[src/rtl/mean_stream_ctrl.sv]
// Stream sequencer around the N-tap mean filter: credit-gated enables, partial-window
// suppression, zero-sample drain at block end and a filter reset between blocks.
module mean_stream_ctrl #(
   parameter int WIDTH = 25,
   parameter int N     = 32,
   parameter int LAT   = 38,
   parameter int CNT_W = 16
) (
   input  logic             clk,
   input  logic             rst,
   input  logic             s_valid,
   output logic             s_ready,
   input  logic [WIDTH-1:0] s_data,
   input  logic             s_last,
   output logic             m_valid,
   input  logic             m_ready,
   output logic [WIDTH-1:0] m_data,
   output logic             m_last,
   output logic             f_rst,
   output logic             f_en,
   output logic [WIDTH-1:0] f_data,
   input  logic [WIDTH-1:0] f_o_data,
   output logic             busy,
   output logic             short_blk
);
   // state | meaning
   // RUN   | forward accepted samples to the filter under credit
   // FLUSH | feed LAT zero samples to push the tail of the block out
   // CLEAR | one-cycle filter reset; last pending capture lands here
   typedef enum logic [1:0] {RUN, FLUSH, CLEAR} state_t;

   localparam int FL_W = $clog2(LAT + 1);
   localparam logic [CNT_W-1:0] K_FIRST = CNT_W'(N + LAT);
   localparam logic [CNT_W-1:0] LAT_C   = CNT_W'(LAT);
   localparam logic [CNT_W-1:0] N_C     = CNT_W'(N);
   localparam logic [CNT_W-1:0] MAX_BLK = {CNT_W{1'b1}} - LAT_C;
   localparam logic [FL_W-1:0]  FL_END  = FL_W'(LAT - 1);

   state_t           state;
   logic [CNT_W-1:0] k, nreal, k_next, nreal_eff;
   logic [FL_W-1:0]  flush_cnt;
   logic             pend_push, pend_last;
   logic [WIDTH-1:0] fifo_data [2];
   logic             fifo_last [2];
   logic             rd_ptr, wr_ptr;
   logic [1:0]       fifo_cnt;
   logic [2:0]       occ;
   logic             pop, credit_ok, accept;

   always_comb begin
      m_valid   = (fifo_cnt != 2'd0);
      m_data    = fifo_data[rd_ptr];
      m_last    = m_valid && fifo_last[rd_ptr];
      pop       = m_valid && m_ready;
      // a capture already in flight counts against the two FIFO slots
      occ       = {1'b0, fifo_cnt} + {2'b0, pend_push};
      credit_ok = occ < (3'd2 + {2'b0, pop});
      s_ready   = !rst && (state == RUN) && credit_ok;
      accept    = s_valid && s_ready;
      f_en      = (state == RUN) ? accept : (!rst && (state == FLUSH) && credit_ok);
      f_data    = (!rst && (state == RUN)) ? s_data : '0;
      f_rst     = rst || (state == CLEAR);
      busy      = !rst && (state != RUN);
      k_next    = k + CNT_W'(1);
      nreal_eff = nreal + CNT_W'(accept);
   end

   always_ff @(posedge clk) begin
      if (rst) begin
         state     <= RUN;
         k         <= '0;
         nreal     <= '0;
         flush_cnt <= '0;
         pend_push <= 1'b0;
         pend_last <= 1'b0;
         rd_ptr    <= 1'b0;
         wr_ptr    <= 1'b0;
         fifo_cnt  <= 2'd0;
         short_blk <= 1'b0;
         for (int i = 0; i < 2; i++) begin
            fifo_data[i] <= '0;
            fifo_last[i] <= 1'b0;
         end
      end else begin
         short_blk <= 1'b0;
         pend_push <= f_en && (k_next >= K_FIRST) && (k_next <= nreal_eff + LAT_C);
         pend_last <= f_en && (k_next == nreal_eff + LAT_C);
         if (f_en)
            k <= k_next;

         if (pend_push) begin
            fifo_data[wr_ptr] <= f_o_data;
            fifo_last[wr_ptr] <= pend_last;
            wr_ptr            <= ~wr_ptr;
         end
         if (pop)
            rd_ptr <= ~rd_ptr;
         fifo_cnt <= fifo_cnt + 2'(pend_push) - 2'(pop);

         case (state)
            RUN: begin
               if (accept) begin
                  nreal <= nreal_eff;
                  if (s_last || (nreal_eff == MAX_BLK)) begin
                     state     <= FLUSH;
                     flush_cnt <= '0;
                  end
               end
            end
            FLUSH: begin
               if (f_en) begin
                  flush_cnt <= flush_cnt + FL_W'(1);
                  if (flush_cnt == FL_END) begin
                     state     <= CLEAR;
                     short_blk <= (nreal < N_C);
                  end
               end
            end
            CLEAR: begin
               k     <= '0;
               nreal <= '0;
               state <= RUN;
            end
            default: state <= RUN;
         endcase
      end
   end
endmodule

[config.mk]
export PLATFORM = sky130hd
export DESIGN_NAME = mean_stream_ctrl
export DESIGN_NICKNAME = d
export VERILOG_FILES = /design/src/rtl/mean_stream_ctrl.sv
export SDC_FILE = /design/constraint.sdc
export NUM_CORES = 1
export LEC_CHECK = 0
export ABC_AREA = 1
export BUFFER_PORTS_ARGS = -buffer_cell sky130_fd_sc_hd__buf_2
export CAP_MARGIN = 25
export CORE_ASPECT_RATIO = 1.1
export CORE_MARGIN = 2
export CORE_UTILIZATION = 55
export CTS_CLUSTER_SIZE = 24
export DETAILED_ROUTE_END_ITERATION = 7
export PLACE_DENSITY = 0.89
export SLEW_MARGIN = 10
export SYNTH_ARGS = -nofsm -noshare
export SYNTH_HDL_FRONTEND = slang
export SYNTH_SLANG_ARGS = --single-unit
[constraint.sdc]
create_clock -name clk -period 8.2 [get_ports clk]
set_input_delay 0.41 -clock clk [delete_from_list [all_inputs] [get_ports clk]]
set_output_delay 0.41 -clock clk [all_outputs]
set_load 0.005 [all_outputs]
---- Yosys cells after proc, flatten, opt, wreduce, memory -nomap -nowiden ----
Memory sizes are Yosys's and may differ from the RTL's. A register that Yosys moved wholly into a read port is not among the register bits.
Cells that the tools add are included.
operators by class
  $add $sub $neg .......................... 8
  order comparisons ....................... 4
  eq/ne operators ......................... 9
  muxes and demuxes ....................... 28
  bitwise gates (word level) .............. 5
  reduce and logical (&&, ||, !) cells .... 26
operators with widths
  cell                                                          count
  two-way mux 25 bit                                            2
  one-hot mux 16 bit (2 select lines)                           1
  OR reduction 25 bit                                           1
  two-way mux 6 bit                                             3
  adder 16 x 1 -> 16 bit                                        1
  adder 16 x 1 -> 16 bit (second input constant)                1
  adder 16 x 6 -> 16 bit (second input constant)                1
  equality test 16 bit                                          1
  equality test 16 bit (second input constant)                  1
  >= comparator 16 x 7 -> 1 bit (second input constant)         1
  <= comparator 16 bit                                          1
  less-than comparator 16 x 6 -> 1 bit (second input constant)  1
  two-way mux 16 bit                                            1
  two-way mux 1 bit                                             15
  one-hot mux 6 bit (2 select lines)                            1
  logical AND 1 bit                                             11
  two-way mux 2 bit                                             4
  AND reduction 4 bit                                           2
  nonzero test 2 bit                                            4
  adder 6 x 1 -> 6 bit (second input constant)                  1
  equality test 6 bit (second input constant)                   1
  NOT 1 bit                                                     5
  != test 2 x 1 -> 1 bit (second input constant)                2
  != test 2 bit (second input constant)                         2
  15 further kinds                                              16
word-level totals
  bits in registers ....................... 47
  bits in writable memories ............... 52
  input bits .............................. 55
  output and inout port bits .............. 57
  word-level logic and storage cells ...... 92
  memories kept ........................... 2
memory list
  name       depth  bits a word  rd ports  clocked after memory_dff  wr ports  line  text
  fifo_data  2      25           1         1                         2         43    logic [WIDTH-1:0] fifo_data [2];
  fifo_last  2      1            1         1                         2         44    logic fifo_last [2];

---- Depth between registers and ports, before layout ----
Gate-level depths: netlist (run 1).
  depth after elaboration ................. 12
  gate-level depth with buffers ........... 33
  gate-level depth less buffers ........... 31

---- Worst setup path after synthesis (run 1) ----
OpenSTA, ideal clock, no wires.
  path type ............................... reg2reg
  start point ............................. register pend_push
  end point ............................... register pend_push
  arrival time ............................ 3910 ps
  required time ........................... 8144 ps
  setup slack ............................. 4234 ps
  stages on the path, launching flop included .. 33
  buffers on the path ..................... 2
  period minus slack after synthesis ...... 3966 ps
  path through ............................ dfxtp_1 > ha_1 > ha_1 > o21ai_1 > nand2_1 > nor2_1 > nand2_1 > buf_2 > inv_2 > buf_4 > ha_1 > ha_1 > inv_1 > nand2_1 > nand2_1 > ha_1 > inv_1 > nand3_1 > nand2_1 > nand2_1 > nor3_1 > nand2_1 > xor2_1 > ha_1 > nand2_1 > inv_1 > o21ai_0 > nand2_1 > nor2_1 > nand2_1 > a21oi_1 > nand2_1 > inv_1
on the way
  word-level cells in the longest chain between the ends .. 8
RTL lines
  element                         line  text
  from (decl)                     42    logic pend_push, pend_last;
  from (signal assigned)          86    pend_push <= f_en && (k_next >= K_FIRST) && (k_next <= nreal_eff + LAT_C);
  adder 2 x 1 -> 3 bit (*)        56    occ = {1'b0, fifo_cnt} + {2'b0, pend_push};
  less-than comparator 3 bit (*)  57    credit_ok = occ < (3'd2 + {2'b0, pop});
  logical AND 1 bit (*)           58    s_ready = !rst && (state == RUN) && credit_ok;
  net s_ready                     12    output logic s_ready,
  logical AND 1 bit (*)           59    accept = s_valid && s_ready;
  adder 16 x 1 -> 16 bit          65    nreal_eff = nreal + CNT_W'(accept);
  adder 16 x 6 -> 16 bit          86
  <= comparator 16 bit            86
  logical AND 1 bit (*)           86
The timed path passes the listed nets; every way through them passes the cells marked *.
A chain may end at the register's enable or synchronous reset.

---- Worst setup path after layout (run 1) ----
  start point ............................. register pend_push
  end point ............................... register pend_push
on the way
  word-level cells in the longest chain between the ends .. 8
RTL lines
  element                         line
  adder 2 x 1 -> 3 bit (*)        56
  less-than comparator 3 bit (*)  57
  logical AND 1 bit               58
  logical AND 1 bit               59
  adder 16 x 1 -> 16 bit          65
  adder 16 x 6 -> 16 bit          86
  <= comparator 16 bit            86
  logical AND 1 bit (*)           86
Mark *: on every way between the ends. The rest lies on a longest branch, timed or not.

==> flow_metrics.py, run 1 <==
metrics = {
    "place": {
        "gp_congestion": 0.933,
        "io_buffers": 111,
        "place_area_sq_um": 6520,
        "dpl.hpwl_um": 9400,
        "pre_cts_slack_ns": 3.71,
        "place_inst": 1027,
    },
    "critical_path": {
        "cp-end-kind": "flop",
        "cp.arrival_ns": 4.83,
        "max_stage_delay_ns": 0.34,
        "path_max_fanout": 20,
        "path_common_cell": "nand2_1",
        "cp_slowest_cell": "dfxtp_1",
        "worst-setup-path-type": "reg2reg",
        "cp-start-kind": "flop",
        "crit_required_ns": 8.50,
    },
    "cells_and_area": {
        "multi_input_area_sq_um": 2760,
        "final-seq-area_sq_um": 2520,
        "area_delta_synth_final_pct": 16.7,
        "nets": 978,
        "final_area_sq_um": 6820,
        "drive_gt1_share_pct": 17.4,
        "antenna_cells": 0,
        "stdcell_count": 1044,
        "fill_cells": 855,
    },
    "sta": {
        "fmax_mhz": 221,
        "whs_ns": 0.364,
        "rsz0062_at_grt": "no",
        "skew_ns": 0.00824,
        "hold_viol_final": 0,
        "worstMarginPinSlew_ns": 0.972,
        "setup_viol": 0,
        "period_share_pct": 55.2,
        "drv_slew": 0,
        "fin_tns_setup_ns": 0,
        "finalWorstSetupSlack_ns": 3.67,
        "finalCriticalPeriod_ns": 4.53,
        "slew_headroom_pct": 35.0,
    },
    "global_routing": {
        "grt_use_met1_pct": 27.5,
        "antenna_found_initial": 0,
        "grt_pass1_vias": 4867,
        "overflow": 0,
        "grt_pass1_wl_um": 21200,
        "grt_use_met2_pct": 41.7,
        "grtUsageMet3_pct": 3.99,
        "busiest_layer": "met2",
        "grtUsageTotal_pct": 23.0,
        "grt_start_max_net_pins": 34,
    },
    "floorplan": {
        "initial_core_util_pct": 56.5,
        "die_h_um": 112,
        "core-area_sq_um": 10300,
        "fp-row-count": 39,
        "design.die.area_sq_um": 11500,
        "die_w_um": 102,
        "io_pins": 112,
    },
    "pwr": {
        "powerDensity_nw_per_um2": 225,
        "irDropWorstVdd_mv": 0.113,
        "p_leak_nw": 3.33,
    },
    "clock_network": {
        "ctsHoldBuffers": 0,
        "cts_buffers": 9,
        "cts-root-buf": "clkbuf_16",
        "cts_tree": "yes",
        "insertion_delay_ns": 0.35,
        "ctsLongestPathBuffers": 2,
        "cts_resized": 0,
        "post_cts_buffers": 0,
        "h-tree-depth": 3,
        "clk_pin_slew_worst_paths_ns": 0.07,
        "clock-sinks": 100,
    },
    "synth": {
        "synthDistinctLibCells": 38,
        "yosysSeqAreaShare_pct": 43.2,
        "syn_nets": 873,
        "synth.avg_cell_area_sq_um": 7.39,
        "ys_warn_count": 0,
        "syn_inst": 791,
        "ys_ff_latch": 100,
        "syn_area_sq_um": 5840,
    },
    "flow_run": {
        "cap_viol_max_count": 0,
    },
    "route": {
        "wirelength_um": 12900,
        "dr.pass1.iters": 5,
        "vias_per_cell": 5.05,
        "ant_nets": 0,
        "first_iter_violations": 271,
        "wl_per_cell_um": 12.4,
        "drc": 0,
        "num_vias": 5270,
    },
    "status": {
        "status": "completed",
    },
    "min_path": {
        "hp-class": "in2reg",
    },
}
flip-flops by register name (all words and copies together), names as in the netlist, named ones only:
signal and flops:
pend_last 1, k 16, pend_push 1, state 2, nreal 16, short_blk 1
flush_cnt 6, fifo_cnt 2, wr_ptr 1, rd_ptr 1, fifo_data 50, fifo_last 2
cells in the final DEF (no fill, tap or decap), types with 6 or more instances in the layout:
master,count
nor2_1,129
clkbuf_16,9
nand2_2,7
nand2_1,189
xor2_1,16
inv_1,114
o21ai_0,33
a21oi_1,49
dfxtp_1,48
xnor2_1,6
nand3_1,38
ha_1,27
buf_2,111
edfxtp_1,52
nand4_1,19
worst max-delay path: cells and delay by family (launching register included):
family,cells,cell delay [ns]
xor+xnor,1,0.16
buf+inv,5,0.53
flops,1,0.34
fa+ha+maj,6,1.48
compound gates,3,0.34
simple gates,15,1.60
where the power goes:
group          total (mW)  internal [mW]  switching (mW)
sequential          0.649          0.599          0.0510
combinational       0.476          0.178           0.298
clock               0.406          0.210           0.195
total                1.53          0.987           0.544
final timing paths:
path / from / end / slack, ns / cells after the start
worst min register to register: rd_ptr$_SDFFE_PP0P_ / rd_ptr$_SDFFE_PP0P_ / 0.47 / 1
worst max register to register: pend_push$_SDFF_PP0_ / pend_push$_SDFF_PP0_ / 3.67 / 30
worst min-delay path: rst / nreal[11]$_SDFFE_PP0P_ / 0.36 / 2
worst max-delay path: pend_push$_SDFF_PP0_ / pend_push$_SDFF_PP0_ / 3.67 / 30
cells in the mapped netlist (all sizes together):
| cell type | n | area [sq um] |
|---|---|---|
| nand2 | 197 | 764 |
| nor2 | 135 | 542 |
| inv | 116 | 435 |
| edfxtp | 52 | 1560 |
| a21oi | 50 | 254 |
| dfxtp | 48 | 961 |
| nand3 | 41 | 220 |
| o21ai | 34 | 170 |
| ha | 27 | 338 |
| nand4 | 19 | 119 |
| xor2 | 16 | 140 |
| clkbuf | 13 | 48.8 |
| buf | 10 | 61.3 |
| nor3 | 7 | 45.0 |
| xnor2 | 6 | 52.6 |
| clkinv | 3 | 11.3 |
| nand3b | 3 | 22.5 |
| or2 | 3 | 18.8 |
| a211oi | 2 | 15.0 |
| nor4 | 2 | 12.5 |
| o211ai | 2 | 15.0 |
| o21bai | 2 | 15.0 |
| a31oi | 1 | 6.26 |
| nor3b | 1 | 7.51 |
| or3 | 1 | 6.26 |
cell type report:
cell class	count	area share, %
Clock inverter	7	0.844
Clock buffer	9	3.30
Multi-Input combinational cell	549	40.5
Timing Repair Buffer	117	9.14
Inverter	119	6.55
Sequential cell	100	37.0
Tap cell	143	2.62
cells by family (layout without fill, tap and decap cells):
family	Yosys count	after routing	share of synthesized area, %
flops	100	100	43.2
fa+ha+maj	27	27	5.78
buf+inv	142	252	9.53
xor+xnor	22	22	3.30
compound gates	91	91	8.14
simple gates	409	409	30.1
layer usage:
metal / up-vias / routed length [um] / part of all wire (%)
met5: - / 0 / 0
met4: 0 / 232 / 1.8
li1: 2739 / - / -
met1: 2368 / 5530 / 43
met3: 27 / 648 / 5.0
met2: 136 / 6530 / 50
through the flow:
step,power [mW],utilization [%]
3_3_place_gp,1.12,62.7
5_1_grt,1.64,65.9
4_1_cts,1.54,65.8
3_5_place_dp,1.13,63.0
2_1_floorplan,0.978,-
6_report,1.53,65.9
(Power assumes the default switching activity.)
==> run 2: changes to the inputs <==
Settings changed: CORE_UTILIZATION 55 to 51, PLACE_DENSITY 0.89 to 0.87.
Clock period 8.2 ns to 3.93 ns, I/O delays scaled along.
==> flow_metrics.py, run 2 (synthesis gave the netlist of run 1 again) <==
metrics = {
    "global_routing": {
        "antenna_found_initial": 0,
        "overflow": 0,
        "grt_pass1_vias": 4976,
        "grt_start_max_net_pins": 34,
        "grtUsageTotal_pct": 22.2,
        "grt_pass1_wl_um": 21800,
    },
    "pwr": {
        "p_seq_share_pct": 40.2,
        "finalPower_mw": 3.41,
        "power.clock.fraction_pct": 26.8,
        "p_comb_share_pct": 33.0,
        "p_sw_mw": 1.21,
        "power.internal_mw": 2.20,
        "p_leak_nw": 3.46,
        "switching_share_pct": 35.5,
        "powerDensity_nw_per_um2": 478,
        "irDropWorstVdd_mv": 0.206,
    },
    "clock_network": {
        "insertion_delay_ns": 0.35,
        "ctsLongestPathBuffers": 2,
        "h-tree-depth": 3,
        "clk_pin_slew_worst_paths_ns": 0.07,
        "cts_tree": "yes",
        "ctsHoldBuffers": 0,
        "cts-root-buf": "clkbuf_16",
        "clock-sinks": 100,
        "cts_buffers": 9,
    },
    "critical_path": {
        "cp_slowest_cell": "dfxtp_2",
        "cp.arrival_ns": 4.09,
        "path_common_cell": "nand2_1",
        "crit_required_ns": 4.23,
        "cp-start-kind": "flop",
        "path_max_fanout": 5,
        "max_stage_delay_ns": 0.41,
        "worst-setup-path-type": "reg2reg",
        "cp-end-kind": "flop",
    },
    "route": {
        "vias_per_cell": 5.19,
        "drc": 0,
        "ant_nets": 0,
        "wl_per_cell_um": 13.3,
        "num_vias": 5561,
        "dr.pass1.iters": 5,
        "first_iter_violations": 403,
        "wirelength_um": 14200,
    },
    "floorplan": {
        "die_w_um": 106,
        "die_h_um": 116,
        "initial_core_util_pct": 51.5,
        "io_pins": 112,
        "fp-row-count": 41,
        "core-area_sq_um": 11300,
        "design.die.area_sq_um": 12300,
    },
    "cells_and_area": {
        "fill_cells": 930,
        "regMostFlops": "fifo_data",
        "multi_input_area_sq_um": 2910,
        "final_cell_mix": "nand2_1, nor2_1, buf_2, inv_1, edfxtp_1",
        "antenna_cells": 0,
        "final-seq-area_sq_um": 2530,
        "mostFrequentLayoutCell": "nand2_1",
        "area_delta_synth_final_pct": 22.0,
        "drive_gt1_share_pct": 22.5,
        "nets": 998,
        "reg_top3": "fifo_data x50, k x16, nreal x16",
        "final_area_sq_um": 7130,
        "largest_reg_flops": 50,
    },
    "min_path": {
        "hp-class": "in2reg",
    },
    "sta": {
        "slew_headroom_pct": 52.5,
        "worstMarginPinSlew_ns": 0.709,
        "finalCriticalPeriod_ns": 3.79,
        "fmax_mhz": 264,
        "setup_viol": 0,
        "skew_ns": 0.00858,
        "drv_slew": 0,
        "hold_viol_final": 0,
        "period_share_pct": 96.4,
    },
    "place": {
        "io_buffers": 111,
        "place_area_sq_um": 6590,
        "dpl.hpwl_um": 9700,
        "gp_congestion": 0.949,
    },
    "flow_run": {
        "cap_viol_max_count": 0,
    },
    "status": {
        "status": "completed",
    },
}
-- run 2: cell types whose count changed in the layout (fill, tap and decap cells not counted), sizes merged --
cell / change
clkinv: +1
inv: -1
clkinvlp: -1
bufinv: +1
buf: +20
-- run 2: per-stage QoR --
step / setup TNS, ns / cells / util, % / setup WS (ns) / hold WS (ns)
2_1_floorplan: 0 / 791 / - / 0.0133 / 0.416
3_3_place_gp: 0 / 1044 / 58.2 / 0.179 / 0.437
3_5_place_dp: -0.00695 / 1044 / 58.2 / -0.00695 / 0.446
4_1_cts: 0 / 1065 / 61.8 / 0.0138 / 0.153
5_1_grt: -0.108 / 1071 / 62.9 / -0.108 / 0.156
6_report: 0 / 1071 / 62.9 / 0.140 / 0.155
-- run 2: layout make-up --
| type | count | area share, % |
|---|---|---|
| tap | 150 | 2.63 |
| multi-input combinational | 549 | 40.8 |
| timing repair buffer | 137 | 10.5 |
| clock buffer | 9 | 3.16 |
| sequential | 100 | 35.4 |
| inverter | 119 | 6.32 |
| clock inverter | 7 | 1.16 |
-- run 2: routing by layer --
layer  track usage, %  routed length, um  vias up
met2             40.8               7270      212
li1                 -                  -     2774
met3             3.74                866       51
met5                0                  0        -
met1             24.2               5420     2524
met4             13.2                697        0
-- run 2: worst paths after layout --
kind | startpoint | slack (ns) | depth (start not counted) | to
setup reg to reg | fifo_cnt[1]$_SDFF_PP0_ | 0.14 | 30 | pend_push$_SDFF_PP0_
hold reg to reg | rd_ptr$_SDFFE_PP0P_ | 0.48 | 1 | rd_ptr$_SDFFE_PP0P_
setup / recovery | fifo_cnt[1]$_SDFF_PP0_ | 0.14 | 30 | pend_push$_SDFF_PP0_
hold / removal | f_o_data[10] | 0.15 | 3 | fifo_data[0][10]$_SDFFCE_PN0P_
-- run 2: what timing repair did --
| item | CTS | global route |
|---|---|---|
| buffers inserted | 5 | 6 |
| pin swaps | 3 | 18 |
| gates resized for setup | 14 | 23 |
| setup endpoints to repair | 1 | 2 |
-- run 2: worst max-delay path: cells and delay by family (launching register included) --
| kind | cells | cell delay (ns) |
|---|---|---|
| fa+ha+maj | 4 | 0.77 |
| flops | 1 | 0.41 |
| simple gates | 17 | 1.72 |
| xor+xnor | 1 | 0.14 |
| compound gates | 2 | 0.30 |
| buf+inv | 6 | 0.38 |
-- run 2: power groups by stage --
stage	Combinational, mW	Sequential [mW]	Clock [mW]
finish	1.13	1.37	0.912
global route	1.26	1.39	0.960
CTS	1.06	1.35	0.916
detailed placement	1.01	1.37	0
global placement	0.978	1.37	0
floorplan	0.692	1.35	0
